$ cat config.mk
export PLATFORM = sky130hd
export DESIGN_NAME = mem_arbiter
export DESIGN_NICKNAME = d
export VERILOG_FILES = /design/src/rtl/franken_pkg.sv /design/src/rtl/arb_pick.sv /design/src/rtl/mem_arbiter.sv
export SDC_FILE = /design/constraint.sdc
export NUM_CORES = 1
export LEC_CHECK = 0
export BUFFER_PORTS_ARGS = -buffer_cell sky130_fd_sc_hd__buf_2
export CORE_AREA = 2 2 106 108
export DETAILED_ROUTE_END_ITERATION = 10
export DIE_AREA = 0 0 108 110
export PLACE_DENSITY = 0.76
export REMOVE_ABC_BUFFERS = 1
export SYNTH_ARGS = -nofsm -noshare
export SYNTH_HDL_FRONTEND = slang
export SYNTH_SLANG_ARGS = --single-unit
$ cat constraint.sdc
create_clock -name clk -period 1.69 [get_ports clk]
set_input_delay 0.169 -clock clk [delete_from_list [all_inputs] [get_ports clk]]
set_output_delay 0.169 -clock clk [all_outputs]
set_load 0.01 [all_outputs]
$ cat src/rtl/franken_pkg.sv
// Shared types for the I/D memory arbiter: FSM states and port-select encoding.
package franken_pkg;

  typedef enum logic [1:0] {
    IDLE   = 2'd0,
    BUSY_I = 2'd1,
    BUSY_D = 2'd2
  } arb_state_e;

  localparam logic PORT_I = 1'b0;
  localparam logic PORT_D = 1'b1;

  localparam int unsigned PERF_W = 16;

endpackage

$ cat src/rtl/arb_pick.sv
// Fetch/data arbitration decision, purely combinational.
// With ARB_RR_EN the port not served last wins a tie; otherwise D always wins.
module arb_pick
  import franken_pkg::*;
(
  input  logic i_req,
  input  logic d_req,
  input  logic last,
  output logic gnt_i,
  output logic gnt_d
);

`ifdef ARB_RR_EN
  logic d_wins_tie;

  assign d_wins_tie = (last == PORT_I);
  assign gnt_d      = d_req & (~i_req | d_wins_tie);
  assign gnt_i      = i_req & (~d_req | ~d_wins_tie);
`else
  logic unused_last;

  assign unused_last = last;
  assign gnt_d       = d_req;
  assign gnt_i       = i_req & ~d_req;
`endif

endmodule

$ cat src/rtl/mem_arbiter.sv
// Shares one single-port memory between fetch (I) and data (D) ports; ARB_RR_EN selects round-robin.
// Latency: grant -> rvalid >= 1 cycle; one transaction outstanding, new grant the cycle after mem_ready.
// Backpressure: requests wait (unacknowledged) until granted in IDLE; mem_ready stalls BUSY indefinitely.
module mem_arbiter
  import franken_pkg::*;
#(
  parameter int ADDR_W = 32,
  parameter int DATA_W = 32,
  parameter int BE_W   = DATA_W / 8
) (
  input  logic              clk,
  input  logic              reset,
  input  logic              i_req,
  input  logic [ADDR_W-1:0] i_addr,
  output logic              i_gnt,
  output logic              i_rvalid,
  output logic [DATA_W-1:0] i_rdata,
  input  logic              d_req,
  input  logic              d_we,
  input  logic [BE_W-1:0]   d_be,
  input  logic [ADDR_W-1:0] d_addr,
  input  logic [DATA_W-1:0] d_wdata,
  output logic              d_gnt,
  output logic              d_rvalid,
  output logic [DATA_W-1:0] d_rdata,
  output logic              mem_req,
  output logic              mem_we,
  output logic [BE_W-1:0]   mem_be,
  output logic [ADDR_W-1:0] mem_addr,
  output logic [DATA_W-1:0] mem_wdata,
  input  logic              mem_ready,
  input  logic [DATA_W-1:0] mem_rdata
);

  arb_state_e        state_q;
  logic [ADDR_W-1:0] addr_q;
  logic              we_q;
  logic [BE_W-1:0]   be_q;
  logic [DATA_W-1:0] wdata_q;
  logic [PERF_W-1:0] perf_busy;
  logic [PERF_W-1:0] perf_busy_d;

  logic idle;
  logic busy;
  logic last_sel;
  logic pick_i;
  logic pick_d;

  assign idle = (state_q == IDLE);
  assign busy = ~idle;

`ifdef ARB_RR_EN
  logic last_q;
  assign last_sel = last_q;
`else
  assign last_sel = PORT_I;
`endif

  arb_pick u_pick (
    .i_req (i_req),
    .d_req (d_req),
    .last  (last_sel),
    .gnt_i (pick_i),
    .gnt_d (pick_d)
  );

  // Reset gates the grants so a request held during reset is not acknowledged.
  assign i_gnt = reset & idle & pick_i;
  assign d_gnt = reset & idle & pick_d;

  assign mem_req   = busy;
  assign mem_we    = busy & we_q;
  assign mem_be    = busy ? be_q    : '0;
  assign mem_addr  = busy ? addr_q  : '0;
  assign mem_wdata = busy ? wdata_q : '0;

  assign i_rvalid = (state_q == BUSY_I) & mem_ready;
  assign d_rvalid = (state_q == BUSY_D) & mem_ready;
  assign i_rdata  = i_rvalid ? mem_rdata : '0;
  assign d_rdata  = d_rvalid ? mem_rdata : '0;

  assign perf_busy_d = (busy && (perf_busy != '1)) ? perf_busy + PERF_W'(1) : perf_busy;

  always_ff @(posedge clk or negedge reset) begin
    if (!reset) begin
      state_q   <= IDLE;
      addr_q    <= '0;
      we_q      <= 1'b0;
      be_q      <= '0;
      wdata_q   <= '0;
      perf_busy <= '0;
`ifdef ARB_RR_EN
      last_q    <= PORT_I;
`endif
    end else begin
      perf_busy <= perf_busy_d;
      case (state_q)
        IDLE: begin
          if (d_gnt) begin
            state_q <= BUSY_D;
            addr_q  <= d_addr;
            we_q    <= d_we;
            be_q    <= d_be;
            wdata_q <= d_wdata;
`ifdef ARB_RR_EN
            last_q  <= PORT_D;
`endif
          end else if (i_gnt) begin
            // Fetches are always full-word reads.
            state_q <= BUSY_I;
            addr_q  <= i_addr;
            we_q    <= 1'b0;
            be_q    <= '1;
            wdata_q <= '0;
`ifdef ARB_RR_EN
            last_q  <= PORT_I;
`endif
          end
        end
        BUSY_I, BUSY_D: begin
          if (mem_ready) state_q <= IDLE;
        end
        default: state_q <= IDLE;
      endcase
    end
  end

endmodule

==> flow_metrics.py <==
metrics = {
    "global_routing": {
        "overflow": 0,
        "grt_pass1_wl_um": 22450,
        "grt_max_degree": 66,
        "grt_pass1_vias": 4505,
        "track_usage_pct": 24.38,
        "antenna_found_initial": 2,
    },
    "route": {
        "wl_met3_um": 1052,
        "drt-pass1-iter-count": 4,
        "via_count": 4693,
        "ant_nets": 0,
        "drt_iter0_drc": 363,
        "drc": 0,
        "finalWirelength_um": 15920,
        "vias_per_cell": 5.388,
        "wl_per_cell_um": 18.28,
        "top_layer": "met4",
        "met1_length_um": 6221,
        "dr_wl_met2_um": 8340,
    },
    "timing": {
        "tightest_slew_ps": 844.2,
        "fin_crit_ps": 1787,
        "fin_setup_tns_ps": -6253,
        "relSlewSlack_pct": 43.72,
        "post-route-period-util_pct": 105.7,
        "maxSlewViolCount": 0,
        "rsz0062_at_grt": "true",
        "finalHoldViolCount": 0,
        "setup_ws_ps": -96.60,
        "setup_violations": 149,
        "finalClockSkew_ps": 16.81,
        "fmax_mhz": 559.7,
    },
    "clocking": {
        "cts_tree": "built",
        "h-tree-depth": 3,
        "clockBufferDepth": 2,
        "clock_sinks": 71,
        "cts_buffers": 9,
        "path_clk_slew_ps": 90,
        "cts_root_buf": "clkbuf_8",
        "clkLatencyLatePin_ps": 360,
    },
    "yosys": {
        "yosysSeqAreaShare_pct": 41.44,
        "syn_area_per_cell_um2": 9.679,
        "ys_top_cells_by_count": "nor2b_1, dfrtp_1, and3_1",
        "synth_seq_cells": 71,
        "synth_cells": 443,
        "yosys_warnings": 0,
        "yosys.area.top_type_share_pct": 41.44,
        "yosysUniqueCellTypes": 26,
        "synth_edf_count": 0,
        "synth_area_mm2": 0.004288,
        "synth_flop_cell": "dfrtp_1",
        "yosys-top-cells-area": "dfrtp_1, nor2b_1, and3_1, a22oi_2, a22o_1",
        "yosysTopAreaCell": "dfrtp_1",
        "yosysMostFrequentCell": "nor2b_1",
        "async_flop_share_pct": 100.0,
    },
    "hold_path": {
        "min_to": "wdata_q[10]",
        "hp-start": "d_wdata[10]",
        "hold_path_depth": 2,
        "hold_path.class": "in2reg",
    },
    "floorplanning": {
        "io_pins": 276,
        "die_height_um": 110,
        "design.core.area_mm2": 0.01070,
        "dieArea_mm2": 0.01188,
        "initial_core_util_pct": 40.08,
        "rows": 38,
        "fp.dieW_um": 108,
    },
    "cells_and_area": {
        "multiInputGateArea_mm2": 0.002539,
        "fill_cells": 879,
        "layoutNonFillerInstCount": 871,
        "seqCellArea_mm2": 0.001777,
        "synthToLayoutAreaGrowth_pct": 62.45,
        "fin_nets": 865,
        "drive_above_1_share_pct": 57.61,
    },
    "flow_run": {
        "max-cap-violations": 0,
    },
    "power_and_ir_drop": {
        "power_density_mw_per_mm2": 1745,
        "netSwitchingPower_mw": 4.723,
        "irDropWorstVdd_uv": 852.7,
        "internal_power_mw": 7.429,
        "seq_power_share_pct": 25.9,
        "p_comb_share_pct": 61.3,
        "p_sw_share_pct": 38.86,
        "pwr-share-clk_pct": 12.8,
        "p_leak_nw": 3.622,
    },
    "worst_setup_path": {
        "cp_max_fo": 4,
        "critical_path_class": "reg2out",
        "worstPathArrival_ps": 1620,
        "r2r-start": "state_q[0]",
        "end_kind": "output port",
        "ff2ff_path_depth": 9,
        "r2r_slack_ps": -90,
        "crit_required_ps": 1520,
        "critPathLaunchType": "flop",
        "r2r_end": "wdata_q[12]",
    },
    "status": {
        "violations": "negative setup slack",
        "status": "finished, violations left",
    },
    "placement": {
        "dp_hpwl_um": 10630,
        "io_buffers": 275,
        "globalplace.congestion": 0.8344,
        "dp.cells": 833,
    },
}
==> placed cells by master, fill, tap and decap left out, drive strengths merged <==
cell / count
buf: 312
nor2b: 103
dfrtp: 71
and3: 64
o21ai: 34
a22o: 33
a31oi: 32
a22oi: 32
clkbuf: 15
inv: 5
o22a: 4
nand2: 4
ha: 3
and2: 3
nor2: 3
diode: 2
bufinv: 2
clkinv: 2
o21a: 1
o31ai: 1
a21oi: 1
o22ai: 1
clkinvlp: 1
bufbuf: 1
dlygate4sd3: 1
==> area by class of cell <==
type / count / share of cell area (%)
clock buffer: 10 / 1.832
inverter: 4 / 0.3233
tap: 140 / 2.515
antenna: 2 / 0.07185
clock inverter: 6 / 1.347
multi-input combinational: 319 / 36.45
sequential: 71 / 25.51
timing repair buffer: 319 / 31.96
==> repair_timing <==
| item | 4_1_cts | 5_1_grt |
|---|---|---|
| setup buffers | 6 | 4 |
| endpoints found under the hold margin | 6 | 0 |
| endpoints found under the setup margin | 143 | 139 |
| resized for setup | 44 | 74 |
| cloned | 3 | 6 |
| hold buffers | 1 | 0 |
| pin swaps | 3 | 16 |
==> worst max-delay path, stage by stage, from the launching register on <==
cell	delay, ps
dfrtp_1	400
inv_2	100
ha_4	160
and2_4	190
buf_12	120
nand2_8	60
inv_8	60
buf_12	90
buf_6	90
==> power groups by stage <==
| stage | combinational, mW | sequential [mW] | clock (mW) |
|---|---|---|---|
| 6_report | 7.45 | 3.15 | 1.55 |
| 5_1_grt | 7.96 | 3.25 | 1.66 |
| 4_1_cts | 6.33 | 3.11 | 1.58 |
| 3_5_place_dp | 5.55 | 3.11 | 0 |
| 3_3_place_gp | 5.41 | 3.08 | 0 |
| 2_1_floorplan | 3.35 | 2.96 | 0 |
==> cells by family after synthesis <==
| kind of cell | synth area share, % |
|---|---|
| buffers and inverters | 6.011 |
| AND/OR/NAND/NOR | 25.80 |
| AO/OA/AOI/OAI | 25.88 |
| flip-flops | 41.44 |
| adder cells (fa/ha/maj) | 0.8755 |
==> metrics by stage <==
stage               area, um^2  total power, mW  util (%)  setup slack (ps)  hold slack (ps)
floorplan                 4045            6.302         -             -2213           -126.6
global placement          5872            8.493     54.89             19.20            15.66
detailed placement        5872            8.659     54.89            -64.52            18.35
CTS                       6410            11.02     59.92            -106.5            8.707
global route              6965            12.88     65.11            -169.6            6.748
finish                    6965            12.15     65.11            -96.60            22.59
==> routing by layer <==
layer	up-vias	track usage, %
li1	2177	-
met1	2272	28.54
met2	218	43.94
met3	26	5.879
met4	0	8.059
met5	-	0
==> worst max-delay path by stage <==
stage,from,to,slack (ps)
CTS,state_q[0],mem_addr[14],-110
floorplan,state_q[0],wdata_q[0],-2210
finish,state_q[1],d_gnt,-100
global placement,state_q[0],i_gnt,20
detailed placement,state_q[1],i_gnt,-60
global route,state_q[0],addr_q[5],-170
==> sequential cells by signal, summed over array words and instances, names as in the netlist <==
| signal | cells |
|---|---|
| be_q | 4 |
| we_q | 1 |
| state_q | 2 |
| addr_q | 32 |
| wdata_q | 32 |
(Power assumes the default switching activity.)
